<file path="config.mk">
export PLATFORM = sky130hd
export DESIGN_NAME = ysyx_23060201_wbu
export DESIGN_NICKNAME = d
export VERILOG_FILES = /design/src/rtl/ysyx_23060201_defs.sv /design/src/rtl/ysyx_23060201_load_ext.sv /design/src/rtl/ysyx_23060201_wbu.sv
export SDC_FILE = /design/constraint.sdc
export NUM_CORES = 1
export LEC_CHECK = 0
export CORE_MARGIN = 10
export CORE_UTILIZATION = 42
export CTS_CLUSTER_SIZE = 30
export DETAILED_ROUTE_END_ITERATION = 8
export PLACE_DENSITY_LB_ADDON = 0.12
export SLEW_MARGIN = 40
export SYNTH_ARGS = -nofsm -noshare
export SYNTH_HDL_FRONTEND = slang
export SYNTH_SLANG_ARGS = --single-unit
</file>
<file path="constraint.sdc">
create_clock -name clk -period 2.4 [get_ports clk]
set_input_delay 0.72 -clock clk [delete_from_list [all_inputs] [get_ports clk]]
set_output_delay 0.72 -clock clk [all_outputs]
set_load 0.1 [all_outputs]
</file>
<file path="src/rtl/ysyx_23060201_defs.sv">
// Shared definitions for the writeback unit.
//   - Load funct3 encodings understood by the load extractor.
//   - WBU state encoding (kept as plain localparams so the encoding is
//     fixed and readable in legacy tooling and waveform viewers).
//   - Memory read response code for a successful read.
package ysyx_23060201_defs;

  // Load funct3 encodings
  localparam logic [2:0] LB  = 3'b000;
  localparam logic [2:0] LH  = 3'b001;
  localparam logic [2:0] LW  = 3'b010;
  localparam logic [2:0] LBU = 3'b100;
  localparam logic [2:0] LHU = 3'b101;

  // WBU state encoding
  localparam logic [1:0] IDLE     = 2'd0;
  localparam logic [1:0] WAIT_MEM = 2'd1;
  localparam logic [1:0] WRITE    = 2'd2;

  // Memory read response
  localparam logic [1:0] RESP_OKAY = 2'b00;

endpackage

</file>
<file path="src/rtl/ysyx_23060201_load_ext.sv">
// Load data extractor (purely combinational).
// Selects the addressed byte/halfword/word out of an aligned read word and
// applies sign or zero extension according to the load funct3.
// Ports:
//   rdata    in  aligned read word from memory
//   fmt      in  load funct3 (LB/LH/LW/LBU/LHU)
//   addr_lo  in  low two bits of the effective address
//   data     out extracted and extended load value
//   misalign out address not naturally aligned for the access size
//   bad_fmt  out funct3 is not a supported load encoding
module ysyx_23060201_load_ext
  import ysyx_23060201_defs::*;
#(
  parameter int DATA_WIDTH = 32
) (
  input  logic [DATA_WIDTH-1:0] rdata,
  input  logic [2:0]            fmt,
  input  logic [1:0]            addr_lo,
  output logic [DATA_WIDTH-1:0] data,
  output logic                  misalign,
  output logic                  bad_fmt
);

  logic [7:0]  w_byte;
  logic [15:0] w_half;

  // Byte lane k lives at rdata[8k+7:8k]; halfwords only use lanes 0 and 2.
  assign w_byte = rdata[{addr_lo, 3'b000} +: 8];
  assign w_half = addr_lo[1] ? rdata[31:16] : rdata[15:0];

  always_comb begin
    // NOTE: every output gets a default before the case so no path through
    // this block leaves a value unassigned, which would infer a latch.
    data     = '0;
    misalign = 1'b0;
    bad_fmt  = 1'b0;
    case (fmt)
      LB:  data = {{(DATA_WIDTH-8){w_byte[7]}}, w_byte};
      LBU: data = {{(DATA_WIDTH-8){1'b0}}, w_byte};
      LH: begin
        data     = {{(DATA_WIDTH-16){w_half[15]}}, w_half};
        misalign = addr_lo[0];
      end
      LHU: begin
        data     = {{(DATA_WIDTH-16){1'b0}}, w_half};
        misalign = addr_lo[0];
      end
      LW: begin
        data     = rdata;
        misalign = (addr_lo != 2'b00);
      end
      default: bad_fmt = 1'b1;
    endcase
  end

endmodule

</file>
<file path="src/rtl/ysyx_23060201_wbu.sv">
// Writeback unit, sitting directly in front of the GPR file.
// Takes one retiring instruction per handshake, waits for the read
// response on loads, then spends exactly one WRITE cycle driving the GPR
// write port and a commit pulse for the IFU.
// Ports:
//   clk, rst                  clock, synchronous active-high reset
//   in_valid / in_ready       upstream packet handshake
//   in_rd, in_rd_wen          destination register and its write enable
//   in_is_load, in_load_fmt,
//   in_addr_lo                load control (funct3, low address bits)
//   in_result, in_pc          non-load result and instruction PC
//   mem_rvalid / mem_rready   read data handshake
//   mem_rdata, mem_rresp      aligned read word and response code
//   gpr_wen/waddr/wdata       GPR write port (one cycle per instruction)
//   wb_valid, wb_pc, wb_err   commit pulse, its PC and load-fault flag
module ysyx_23060201_wbu
  import ysyx_23060201_defs::*;
#(
  parameter int GPR_ADDR_WIDTH = 5,
  parameter int DATA_WIDTH     = 32
) (
  input  logic                      clk,
  input  logic                      rst,
  input  logic                      in_valid,
  output logic                      in_ready,
  input  logic [GPR_ADDR_WIDTH-1:0] in_rd,
  input  logic                      in_rd_wen,
  input  logic                      in_is_load,
  input  logic [2:0]                in_load_fmt,
  input  logic [1:0]                in_addr_lo,
  input  logic [DATA_WIDTH-1:0]     in_result,
  input  logic [DATA_WIDTH-1:0]     in_pc,
  input  logic                      mem_rvalid,
  output logic                      mem_rready,
  input  logic [DATA_WIDTH-1:0]     mem_rdata,
  input  logic [1:0]                mem_rresp,
  output logic                      gpr_wen,
  output logic [GPR_ADDR_WIDTH-1:0] gpr_waddr,
  output logic [DATA_WIDTH-1:0]     gpr_wdata,
  output logic                      wb_valid,
  output logic [DATA_WIDTH-1:0]     wb_pc,
  output logic                      wb_err
);

  logic [1:0]                r_state;
  logic [1:0]                w_state_nxt;
  logic [GPR_ADDR_WIDTH-1:0] r_rd;
  logic                      r_rd_wen;
  logic [2:0]                r_fmt;
  logic [1:0]                r_addr_lo;
  logic [DATA_WIDTH-1:0]     r_data;
  logic [DATA_WIDTH-1:0]     r_pc;
  logic                      r_err;

  logic                      w_accept;
  logic                      w_mem_fire;
  logic                      w_in_write;
  logic [DATA_WIDTH-1:0]     w_ext_data;
  logic                      w_misalign;
  logic                      w_bad_fmt;

  // A new packet may enter while idle or during the WRITE cycle, which is
  // what lets back-to-back non-loads commit every cycle.
  assign in_ready   = !rst && (r_state == IDLE || r_state == WRITE);
  assign mem_rready = !rst && (r_state == WAIT_MEM);
  assign w_accept   = in_valid && in_ready;
  assign w_mem_fire = mem_rvalid && mem_rready;

  ysyx_23060201_load_ext #(
    .DATA_WIDTH (DATA_WIDTH)
  ) u_load_ext (
    .rdata    (mem_rdata),
    .fmt      (r_fmt),
    .addr_lo  (r_addr_lo),
    .data     (w_ext_data),
    .misalign (w_misalign),
    .bad_fmt  (w_bad_fmt)
  );

  always_comb begin
    w_state_nxt = r_state;
    case (r_state)
      IDLE: begin
        if (w_accept) w_state_nxt = in_is_load ? WAIT_MEM : WRITE;
      end
      WAIT_MEM: begin
        if (w_mem_fire) w_state_nxt = WRITE;
      end
      WRITE: begin
        if (w_accept) w_state_nxt = in_is_load ? WAIT_MEM : WRITE;
        else          w_state_nxt = IDLE;
      end
      default: w_state_nxt = IDLE;
    endcase
  end

  // NOTE: sequential state uses non-blocking assignments so every register
  // samples the pre-edge values, independent of statement order.
  always_ff @(posedge clk) begin
    if (rst) begin
      // NOTE: packet registers are cleared on reset even though the state
      // machine alone would hide them, so outputs never show stale data.
      r_state   <= IDLE;
      r_rd      <= '0;
      r_rd_wen  <= 1'b0;
      r_fmt     <= 3'b000;
      r_addr_lo <= 2'b00;
      r_data    <= '0;
      r_pc      <= '0;
      r_err     <= 1'b0;
    end else begin
      r_state <= w_state_nxt;
      if (w_accept) begin
        r_rd      <= in_rd;
        r_rd_wen  <= in_rd_wen;
        r_fmt     <= in_load_fmt;
        r_addr_lo <= in_addr_lo;
        r_pc      <= in_pc;
        // For loads r_data is overwritten when the read data arrives.
        r_data    <= in_result;
        r_err     <= 1'b0;
      end else if (w_mem_fire) begin
        r_data <= w_ext_data;
        r_err  <= (mem_rresp != RESP_OKAY) | w_misalign | w_bad_fmt;
      end
    end
  end

  // All writeback outputs are decoded from registered state only. The rst
  // term forces them low during the first reset cycle, before the state
  // register has been cleared.
  assign w_in_write = !rst && (r_state == WRITE);
  assign wb_valid   = w_in_write;
  assign wb_pc      = w_in_write ? r_pc : '0;
  assign wb_err     = w_in_write && r_err;
  assign gpr_wen    = w_in_write && r_rd_wen && (r_rd != '0) && !r_err;
  assign gpr_waddr  = w_in_write ? r_rd : '0;
  assign gpr_wdata  = w_in_write ? r_data : '0;

endmodule

</file>
==> impl_summary.md <==
Floorplanning
The die is roughly 120 um tall. The effective utilization at floorplan is 43.7%. For this design the top-level I/O count stands at roughly 190.

The die covers 14100 um^2. In this run the horizontal extent of the chip is 119 um. The floorplan step defined a core boundary enclosing roughly 9400 um^2. The floorplan has 35 rows.

Pwr
The completed layout was analyzed and its total power is 3.48 mW. The power dissipated by switching net loads is 988 uW. Combinational logic is responsible for 23.8% of the overall power. The clock network burns between 30% and 40% of the power. The part of the total power dissipated in sequential elements is between 40% and 50%. The worst-case vdd ir drop is roughly 0.37 mV. The internal portion of total power is approximately 2.5 mW.

Power spread over the standard cell area amounts to 470 nW/um^2. The proportion of total power due to net switching is ~28%. The static leakage is approximately 2.9 nW.

Critical path
STA classifies the critical path startpoint as an input port. In this design, the stage delay of the slowest critical-path cell is around 0.22 ns. Traced cell by cell, the critical path runs through buf_6, nor2_4, buf_12, clkbuf_16, and3_2, buf_12. The dominant delay contributor by cell family on the critical path is buffers and inverters.

The endpoint arrival time on the critical path is around 1.7 ns. At the worst endpoint, the required time is about 1.7 ns. In this run the worst path has a maximum fanout of 12. The dominant cell type by count on the critical path is sky130_fd_sc_hd__buf_12. The cell with the largest stage delay on the worst path is sky130_fd_sc_hd__and3_2. The endpoint type of the worst setup path is an output port. The critical path is of the input port to output port type.

The buffers plus inverters on the worst setup path is 4.

Cells and area
The post-route netlist has roughly 33% of its cells at a drive strength greater than 1. Fill cells in the final layout number 654. The utilization of the core after routing is 79.0%. Compared with the post-synthesis result, the final layout area differs by 80.8%. The library cells used most frequently in the layout, excluding fill and tap cells, are sky130_fd_sc_hd__clkdlybuf4s50_1, sky130_fd_sc_hd__buf_12, sky130_fd_sc_hd__dfxtp_1, sky130_fd_sc_hd__and3_2, sky130_fd_sc_hd__nand2_1. The final layout net count is a little under 800. Leaving out fill and tap cells, the most frequent cell in the layout is sky130_fd_sc_hd__clkdlybuf4s50_1.

The number of antenna diodes in the final layout is 0.

Synthesis
Counting flops with a built-in enable in the synthesized netlist gives 0. In this run the mean area of a mapped cell was about 8.5 um^2. Counting every net in the synthesized netlist gives around 600. Summing every instance area after synthesis gives around 4100 um^2.

The part of the Yosys area used for sequential elements is between 30% and 40%. The most used flip-flop cell after synthesis is sky130_fd_sc_hd__dfxtp_1. The flip-flop and latch count after synthesis is 78.

The share of synthesized registers carrying an async set or reset is 0%. The unique cell type count in the Yosys netlist is 45. Synthesis produced a netlist whose cell count is 484. Yosys printed 0 warnings.

Timing
Setup repair after global routing could not meet its margin everywhere. The highest clock frequency the design can meet is between 0.4 and 0.5 GHz. The count of endpoints failing hold in the final timing report is 0. The remaining max-slew budget at the tightest pin is between 50 and 60%. The max-slew violation count came to 0.

The transition time at the pin with the least slew margin is about 0.68 ns. After routing, the total negative slack on setup checks comes to 0 ns. Setup violations remaining at the end of the flow were counted as 0. The final cycle utilization of the critical path is 99.7%. Clock skew on the completed layout was measured at 0.00798 ns. The clock period could shrink to about 2.4 ns.

Global routing
The initial antenna violation count is 0. Summed over all layers, the global routing overflow is 0. The maximum number of pins on one net before global-route repair is slightly above 70. The via count of the first global-routing pass came to approximately 4500. The first-pass GRT wire length is 25.3 mm.

The global-route usage over all layers is 21.6%.

Route
The remaining antenna violation count after routing is 0. The via density per instance is 5.74. The number of vias after detailed routing is around 4600. After detailed routing, the average wire length per cell comes to between 20 and 25 um. After detailed routing, the number of remaining DRC violations is 0. The routed wire length is approximately 17 mm.

After the first detailed-routing iteration, the DRC count stood at between 400 and 500. For this run, the detailed router's first-pass iteration total came to 6.

Clocking
Clock-pin slew was measured on the worst setup and hold paths at about 0.080 ns. The library cell used as clock root buffer is sky130_fd_sc_hd__clkbuf_8. The clock tree synthesis step divided the H-tree into 3 levels. The number of clock buffers inserted by TritonCTS is 9. TritonCTS built the clock tree. Counting along the longest clock path gives a buffer depth of 2. The number of clock sinks seen by CTS is 78. The clock reaches the later pin of the worst-skew pair after 0.34 ns.

Status
The flow ran to the end, and the final reports show no timing, DRC or antenna violations.

Run
The total of max-cap violations is 0.

Placement
Routability-driven placement finished with a final weighted congestion of between 0.8 and 0.9. The count of input and output buffers is approximately 190. The wire-length estimate of the detail-placed layout is 12.0 mm.

Hold path
The tightest min-delay check is of the flop to flop type.
[Yosys cell counts, types with 10 or more instances]
| master | n | area [um^2] |
|---|---|---|
| sky130_fd_sc_hd__and3_1 | 71 | 444 |
| sky130_fd_sc_hd__nand2_1 | 54 | 203 |
| sky130_fd_sc_hd__nand2b_1 | 47 | 294 |
| sky130_fd_sc_hd__o21ai_0 | 45 | 225 |
| sky130_fd_sc_hd__a21oi_1 | 22 | 110 |
| sky130_fd_sc_hd__a222oi_1 | 14 | 140 |
| sky130_fd_sc_hd__dfxtp_1 | 78 | 1560 |
| sky130_fd_sc_hd__mux2_2 | 10 | 113 |
| sky130_fd_sc_hd__nor2_1 | 12 | 45.0 |
| sky130_fd_sc_hd__a22oi_1 | 12 | 90.1 |
| sky130_fd_sc_hd__clkbuf_1 | 26 | 97.6 |
| sky130_fd_sc_hd__buf_2 | 18 | 90.1 |
[cell families after synthesis]
| family | share of synthesized area, % |
|---|---|
| flops | 38.1 |
| simple gates | 28.5 |
| buf+inv | 6.51 |
| mux | 4.64 |
| compound gates | 22.2 |
[power groups by stage]
stage / registers (mW) / logic, mW / clock network [mW]
floorplan: 1.45 / 0.435 / 0
global placement: 1.47 / 0.747 / 0
detailed placement: 1.48 / 0.766 / 0
CTS: 1.45 / 0.775 / 1.22
global route: 1.46 / 0.882 / 1.26
finish: 1.45 / 0.828 / 1.21
[worst paths after layout]
kind         startpoint             to  slack [ns]  depth (start not counted)
max                 rst  gpr_wdata[17]       0.008                          6
min            r_pc[23]       r_pc[23]        0.48                          2
min reg2reg    r_pc[23]       r_pc[23]        0.48                          2
max reg2reg  r_state[1]     r_data[24]        0.54                          5
[flip-flops by register name (all words and copies together) (netlist names)]
signal	count
r_pc	32
r_rd	5
r_fmt	3
r_err	1
r_rd_wen	1
r_addr_lo	2
r_state	2
r_data	32
[worst min-delay path, delay by kind of cell (launching register included)]
family          cells  cell delay [ns]
flops               1             0.31
compound gates      1             0.06
simple gates        1             0.06
[final cells by class]
class                   count  area, um^2  share of cell area, %
clock inverters             6         110                   1.49
inverters                   1        3.75                 0.0507
clock buffers              10         128                   1.72
repair buffers            218        2980                   40.2
flip-flops and latches     78        1570                   21.2
well taps                 129         161                   2.18
multi-input cells         353        2450                   33.1
[metal layers]
| layer | track usage (%) | vias to the layer above | wire (um) |
|---|---|---|---|
| li1 | - | 2129 | - |
| met1 | 27.3 | 2199 | 6750 |
| met2 | 34.4 | 203 | 8080 |
| met3 | 5.95 | 30 | 1390 |
| met4 | 8.02 | 0 | 422 |
| met5 | 0 | - | 0 |
[what timing repair did]
action / in CTS / in global routing
hold buffers: 0 / 0
setup buffers: 1 / 3
pin swaps: 0 / 2
endpoints found under the setup margin: 32 / 71
gates cloned: 0 / 4
gates resized for setup: 1 / 12
[through the flow]
step	hold slack, ns	instance area [um^2]	std cells	setup slack (ns)
floorplan	0.444	4280	484	-0.896
global placement	0.455	6990	771	-0.0140
detailed placement	0.461	6990	771	-0.158
CTS	0.474	7240	788	0.00483
global route	0.499	7400	795	-0.00514
finish	0.476	7400	795	0.00778
Note: power is estimated with default switching activity, not from simulation.
